<file path="src/rtl/sliced_subtractor_pkg.sv">
// Shared types and default sizing for the sliced subtractor.
package sliced_subtractor_pkg;

  typedef enum logic [1:0] {
    IDLE = 2'd0,
    RUN  = 2'd1,
    DONE = 2'd2
  } state_t;

  localparam int DEF_WIDTH  = 32;
  localparam int DEF_SLICE  = 8;
  localparam int DEF_NSLICE = DEF_WIDTH / DEF_SLICE;
  localparam int DEF_CNT_W  = $clog2(DEF_NSLICE);

  // Slice counter width; a single-slice build still needs one bit.
  function automatic int cnt_width(input int nslice);
    return (nslice > 1) ? $clog2(nslice) : 1;
  endfunction

endpackage

</file>
<file path="src/rtl/sliced_subtractor_slice.sv">
// Combinational SLICE-bit borrow subtractor: {bout, diff} = a - b - bin.
module slice_subtractor #(
  parameter int SLICE = 8
) (
  input  logic [SLICE-1:0] a,
  input  logic [SLICE-1:0] b,
  input  logic             bin,
  output logic [SLICE-1:0] diff,
  output logic             bout
);

  logic [SLICE:0] res;

  // The extra MSB turns negative results into a borrow flag.
  assign res  = {1'b0, a} - {1'b0, b} - {{SLICE{1'b0}}, bin};
  assign diff = res[SLICE-1:0];
  assign bout = res[SLICE];

endmodule

</file>
<file path="src/rtl/sliced_subtractor.sv">
// Multi-cycle WIDTH-bit subtractor, one SLICE-bit chunk per clock, LSB first.
// Optional signed-overflow output enabled by SLICED_SUBTRACTOR_OVF_EN.
module sliced_subtractor
  import sliced_subtractor_pkg::*;
#(
  parameter int WIDTH = DEF_WIDTH,
  parameter int SLICE = DEF_SLICE
) (
  input  logic             clk,
  input  logic             rst_n,
  input  logic             start,
  input  logic [WIDTH-1:0] a,
  input  logic [WIDTH-1:0] b,
  input  logic             bin,
  output logic             busy,
  output logic             done,
  output logic [WIDTH-1:0] diff,
  output logic             bout
`ifdef SLICED_SUBTRACTOR_OVF_EN
  ,
  output logic             ovf
`endif
);

  localparam int NSLICE = WIDTH / SLICE;
  localparam int CNT_W  = cnt_width(NSLICE);

  state_t           state;
  logic [CNT_W-1:0] cnt;
  logic [WIDTH-1:0] a_q;
  logic [WIDTH-1:0] b_q;
  logic             borrow;
  logic [SLICE-1:0] sa;
  logic [SLICE-1:0] sb;
  logic [SLICE-1:0] sd;
  logic             sbo;
  logic             last;
  logic             accept;

  always_comb begin
    sa = a_q[int'(cnt)*SLICE +: SLICE];
    sb = b_q[int'(cnt)*SLICE +: SLICE];
  end

  assign last   = (cnt == CNT_W'(NSLICE - 1));
  // A new request is only taken when no operation is in flight.
  assign accept = start && (state != RUN);

  slice_subtractor #(
    .SLICE (SLICE)
  ) u_slice (
    .a    (sa),
    .b    (sb),
    .bin  (borrow),
    .diff (sd),
    .bout (sbo)
  );

  always_ff @(posedge clk or negedge rst_n) begin
    if (!rst_n) begin
      state  <= IDLE;
      cnt    <= '0;
      a_q    <= '0;
      b_q    <= '0;
      borrow <= 1'b0;
      busy   <= 1'b0;
      done   <= 1'b0;
      diff   <= '0;
      bout   <= 1'b0;
`ifdef SLICED_SUBTRACTOR_OVF_EN
      ovf    <= 1'b0;
`endif
    end else if (accept) begin
      a_q    <= a;
      b_q    <= b;
      borrow <= bin;
      cnt    <= '0;
      busy   <= 1'b1;
      done   <= 1'b0;
      state  <= RUN;
    end else begin
      case (state)
        RUN: begin
          diff[int'(cnt)*SLICE +: SLICE] <= sd;
          borrow <= sbo;
          if (last) begin
            cnt   <= '0;
            bout  <= sbo;
`ifdef SLICED_SUBTRACTOR_OVF_EN
            // sd[SLICE-1] is the result MSB on the final slice.
            ovf   <= (a_q[WIDTH-1] != b_q[WIDTH-1]) && (sd[SLICE-1] != a_q[WIDTH-1]);
`endif
            busy  <= 1'b0;
            done  <= 1'b1;
            state <= DONE;
          end else begin
            cnt <= cnt + 1'b1;
          end
        end
        DONE: begin
          done  <= 1'b0;
          state <= IDLE;
        end
        default: begin
          done  <= 1'b0;
          state <= IDLE;
        end
      endcase
    end
  end

endmodule
</file>
<file path="config.mk">
export PLATFORM = sky130hd
export DESIGN_NAME = sliced_subtractor
export DESIGN_NICKNAME = d
export VERILOG_FILES = /design/src/rtl/sliced_subtractor_pkg.sv /design/src/rtl/sliced_subtractor_slice.sv /design/src/rtl/sliced_subtractor.sv
export SDC_FILE = /design/constraint.sdc
export NUM_CORES = 1
export LEC_CHECK = 0
export BUFFER_PORTS_ARGS = -buffer_cell sky130_fd_sc_hd__buf_4
export CORE_ASPECT_RATIO = 1.4
export CORE_MARGIN = 2
export CORE_UTILIZATION = 59
export DETAILED_ROUTE_END_ITERATION = 7
export GPL_ROUTABILITY_DRIVEN = 0
export GPL_TIMING_DRIVEN = 0
export PLACE_DENSITY = 0.86
export SKIP_LAST_GASP = 1
export SLEW_MARGIN = 20
export SYNTH_ARGS = -nofsm -noshare
export SYNTH_HDL_FRONTEND = slang
export SYNTH_SLANG_ARGS = --single-unit
</file>
<file path="constraint.sdc">
create_clock -name clk -period 6 [get_ports clk]
set_input_delay 0.3 -clock clk [delete_from_list [all_inputs] [get_ports clk]]
set_output_delay 0.3 -clock clk [all_outputs]
set_load 0.005 [all_outputs]
</file>
==> results.py <==
metrics = {
    "status": {
        "status": "finished, final reports clean",
    },
    "floorplan": {
        "die_area_sq_mm": 0.008794,
        "row_count": 38,
        "die_w_microns": 79.83,
        "start_util_pct": 60.91,
        "i_o_pins": 103,
        "core_area_sq_mm": 0.007797,
        "dieHeight_microns": 110.2,
    },
    "global_route": {
        "gr-usage-all-layers_pct": 24.79,
        "globalRouteOverflowTotal": 0,
        "grt_pass1_wl_microns": 16100,
        "first_global_vias": 3421,
        "grt_start_max_net_pins": 104,
        "initial_antenna_violation_count": 0,
    },
    "sta": {
        "max_transition_viols_final": 0,
        "rsz_0062_raised_after_global_routing": "false",
        "final_hold_viol_count": 0,
        "worst_slew_pin_slew_ps": 910.8,
        "period_minus_slack_ps": 3737,
        "timing.fmax_mhz": 267.6,
        "timing.clock.skew_ps": 7.122,
        "period_share_pct": 62.28,
        "timing.final.setup_violations": 0,
        "setup_slack_ps": 2263,
        "hold_ws_ps": 33.46,
        "setup-tns-final_ps": 0,
        "slew_headroom_pct": 39.28,
    },
    "pwr": {
        "max-vdd-ir-drop_mv": 0.4479,
        "cellPowerDensity_mw_per_mm2": 702.8,
        "leakage_nw": 2.832,
        "p_total_mw": 4.139,
    },
    "setup_path": {
        "crit-reg2reg-launch": "cnt[0]",
        "critical_path_class": "flop to flop",
        "largest_driver_fanout_on_the_critical_path": 10,
        "crit_arrival_ps": 3970,
        "element_type_at_the_critical_path_end": "flop",
        "rr_worst_depth": 11,
        "startpoint_type": "flop",
        "crit-reg2reg-capture": "borrow",
        "regToRegSetupSlack_ps": 2260,
        "critical_path_rt_ps": 6230,
    },
    "cts": {
        "clkLatencyLatePin_ps": 360,
        "post_cts.resized_instances": 0,
        "cts_made_buffers": 9,
        "numClockSinks": 103,
        "clock_tree.htree_level_count": 3,
        "ctsRootBufferMaster": "sky130_fd_sc_hd__clkbuf_8",
        "cts_hold_buf": 0,
        "cts_tree": "yes",
        "clkSlewWorstSetupHoldPaths_ps": 90,
        "post_cts.repair.setup_buffers": 0,
        "worst_case_clock_buffer_depth": 2,
    },
    "synthesis": {
        "synth_seq_cells": 103,
        "average_instance_area_after_synthesis_sq_um": 13.38,
        "post_synth_top_area_cell": "sky130_fd_sc_hd__dfrtp_1",
        "post_synth_instance_area_sq_mm": 0.004750,
        "yosysTopAreaCellShare_pct": 54.27,
        "post_synth_num_cell_types": 34,
        "count_of_yosys_warnings_during_synthesis": 0,
        "share_of_the_yosys_chip_area_belonging_to_registers_pct": 54.27,
        "yosys-top-cells-area": "sky130_fd_sc_hd__dfrtp_1, sky130_fd_sc_hd__mux2_2, sky130_fd_sc_hd__mux4_2",
        "synth_cells": 355,
        "synth_fp_nets": 443,
    },
    "route": {
        "num_vias": 3231,
        "route.antenna.remaining_nets": 0,
        "vias_per_cell": 5.649,
        "drt_first_iter_violations": 128,
        "routed_wirelength_microns": 10140,
        "remaining_drc_errors": 0,
        "detailedRoute.firstPassIterationCount": 4,
        "route.detailed.wl_per_inst_microns": 17.73,
    },
    "finish": {
        "areaGrowthSynthToFinish_pct": 24.00,
        "drive_gt1_share_pct": 44.07,
        "finalCoreUtilization_pct": 75.53,
        "instances_no_fill": 572,
        "design_area_sq_mm": 0.005889,
        "antenna_cells": 0,
        "number_of_fillers_in_the_final_layout": 492,
        "multiInputGateArea_sq_mm": 0.002019,
        "ff_latch_area_sq_mm": 0.002577,
        "design.final.nets": 556,
    },
    "placement": {
        "place_inst": 557,
        "post_dp_cell_area_sq_mm": 0.005644,
        "port_buffers": 102,
        "dpl.hpwl_microns": 7742,
        "detailedPlace.worstSlack_ps": 2289,
    },
    "run": {
        "maxCapViolCount": 0,
    },
    "hold_path": {
        "holdCritPathClass": "input pin to async pin",
    },
}
## layer usage
metal	track usage, %	vias to the layer above	routed length, microns
met2	44.90	103	5556
met4	9.443	0	229
li1	-	1488	-
met1	29.25	1622	3908
met5	0	-	0
met3	4.642	18	448
## worst max path at each step
stage                       from  endpoint
after global routing      cnt[0]    borrow
after floorplan           cnt[0]  diff[13]
after CTS                 cnt[0]    borrow
after global placement    cnt[0]    borrow
after detailed placement  cnt[0]    borrow
final                     cnt[0]    borrow
## logic make-up (layout without fill, tap and decap cells)
group | after synthesis | in the layout | share of synthesized area [%]
AOI/OAI and AO/OA | 48 | 48 | 7.087
xor gates and xnor gates | 6 | 6 | 1.106
adders and majority gates | 20 | 20 | 5.585
buffers and inverters | 37 | 154 | 3.214
DFF | 103 | 103 | 54.27
muxes | 82 | 82 | 22.92
and+or+nand+nor | 59 | 59 | 5.823
## flip-flops by register name, indices dropped and copies added (netlist names)
signal	flops
a_q	32
b_q	32
diff	32
cnt	2
borrow	1
bout	1
busy	1
done	1
state	1
## worst max-delay path: stages, from the launching register on
cell and delay, ps:
sky130_fd_sc_hd__dfrtp_1 510, sky130_fd_sc_hd__buf_4 310, sky130_fd_sc_hd__buf_2 360, sky130_fd_sc_hd__mux4_2 560, sky130_fd_sc_hd__ha_1 300, sky130_fd_sc_hd__inv_1 40, sky130_fd_sc_hd__ha_1 330, sky130_fd_sc_hd__a21boi_0 300
sky130_fd_sc_hd__o22ai_1 180, sky130_fd_sc_hd__o21ai_0 240, sky130_fd_sc_hd__xor2_1 340, sky130_fd_sc_hd__a21oi_1 130
## cell type report
cell class,instances,share of cell area (%)
Inverter,25,1.593
Clock inverter,3,1.530
Clock buffer,12,2.634
Buffer,12,0.9985
Tap cell,100,2.124
Sequential cell,103,43.76
Multi-Input combinational cell,215,34.29
Timing Repair Buffer,102,13.07
## synthesized netlist by cell type
library cell	n
sky130_fd_sc_hd__a21boi_0	1
sky130_fd_sc_hd__a21oi_1	4
sky130_fd_sc_hd__a22o_1	12
sky130_fd_sc_hd__and2b_1	1
sky130_fd_sc_hd__and3_4	1
sky130_fd_sc_hd__and4_1	3
sky130_fd_sc_hd__buf_1	1
sky130_fd_sc_hd__buf_2	8
sky130_fd_sc_hd__buf_4	1
sky130_fd_sc_hd__clkbuf_1	2
sky130_fd_sc_hd__dfrtp_1	103
sky130_fd_sc_hd__fa_1	2
sky130_fd_sc_hd__ha_1	18
sky130_fd_sc_hd__inv_1	25
sky130_fd_sc_hd__mux2_2	64
sky130_fd_sc_hd__mux2i_1	3
sky130_fd_sc_hd__mux4_2	15
sky130_fd_sc_hd__nand2_1	36
sky130_fd_sc_hd__nand2_2	1
sky130_fd_sc_hd__nand2b_1	3
sky130_fd_sc_hd__nand4_1	3
sky130_fd_sc_hd__nor2_1	7
sky130_fd_sc_hd__nor2b_1	1
sky130_fd_sc_hd__nor4_1	1
sky130_fd_sc_hd__o211a_1	1
sky130_fd_sc_hd__o21a_1	3
sky130_fd_sc_hd__o21ai_0	18
sky130_fd_sc_hd__o221ai_2	2
sky130_fd_sc_hd__o22ai_1	1
sky130_fd_sc_hd__o31ai_1	6
sky130_fd_sc_hd__or3_1	1
sky130_fd_sc_hd__or4_1	1
sky130_fd_sc_hd__xnor2_1	2
sky130_fd_sc_hd__xor2_1	4
## where the power goes
| group | switching, mW | internal, mW | total [mW] | leakage, nW |
|---|---|---|---|---|
| clock network | 0.221 | 0.298 | 0.519 | 0.123 |
| registers | 0.170 | 1.01 | 1.18 | 1.28 |
| logic | 1.32 | 1.12 | 2.44 | 1.43 |
| total | 1.71 | 2.43 | 4.14 | 2.83 |
## cell usage in the layout, fill, tap and decap left out, types with 6 or more instances in the layout
| master | synthesis | final |
|---|---|---|
| sky130_fd_sc_hd__a22o_1 | 12 | 12 |
| sky130_fd_sc_hd__buf_2 | 8 | 8 |
| sky130_fd_sc_hd__buf_4 | 1 | 102 |
| sky130_fd_sc_hd__clkbuf_8 | 0 | 11 |
| sky130_fd_sc_hd__dfrtp_1 | 103 | 103 |
| sky130_fd_sc_hd__ha_1 | 18 | 18 |
| sky130_fd_sc_hd__inv_1 | 25 | 25 |
| sky130_fd_sc_hd__mux2_2 | 64 | 64 |
| sky130_fd_sc_hd__mux4_2 | 15 | 15 |
| sky130_fd_sc_hd__nand2_1 | 36 | 36 |
| sky130_fd_sc_hd__nor2_1 | 7 | 7 |
| sky130_fd_sc_hd__o21ai_0 | 18 | 18 |
| sky130_fd_sc_hd__o31ai_1 | 6 | 6 |
(Power assumes the default switching activity.)
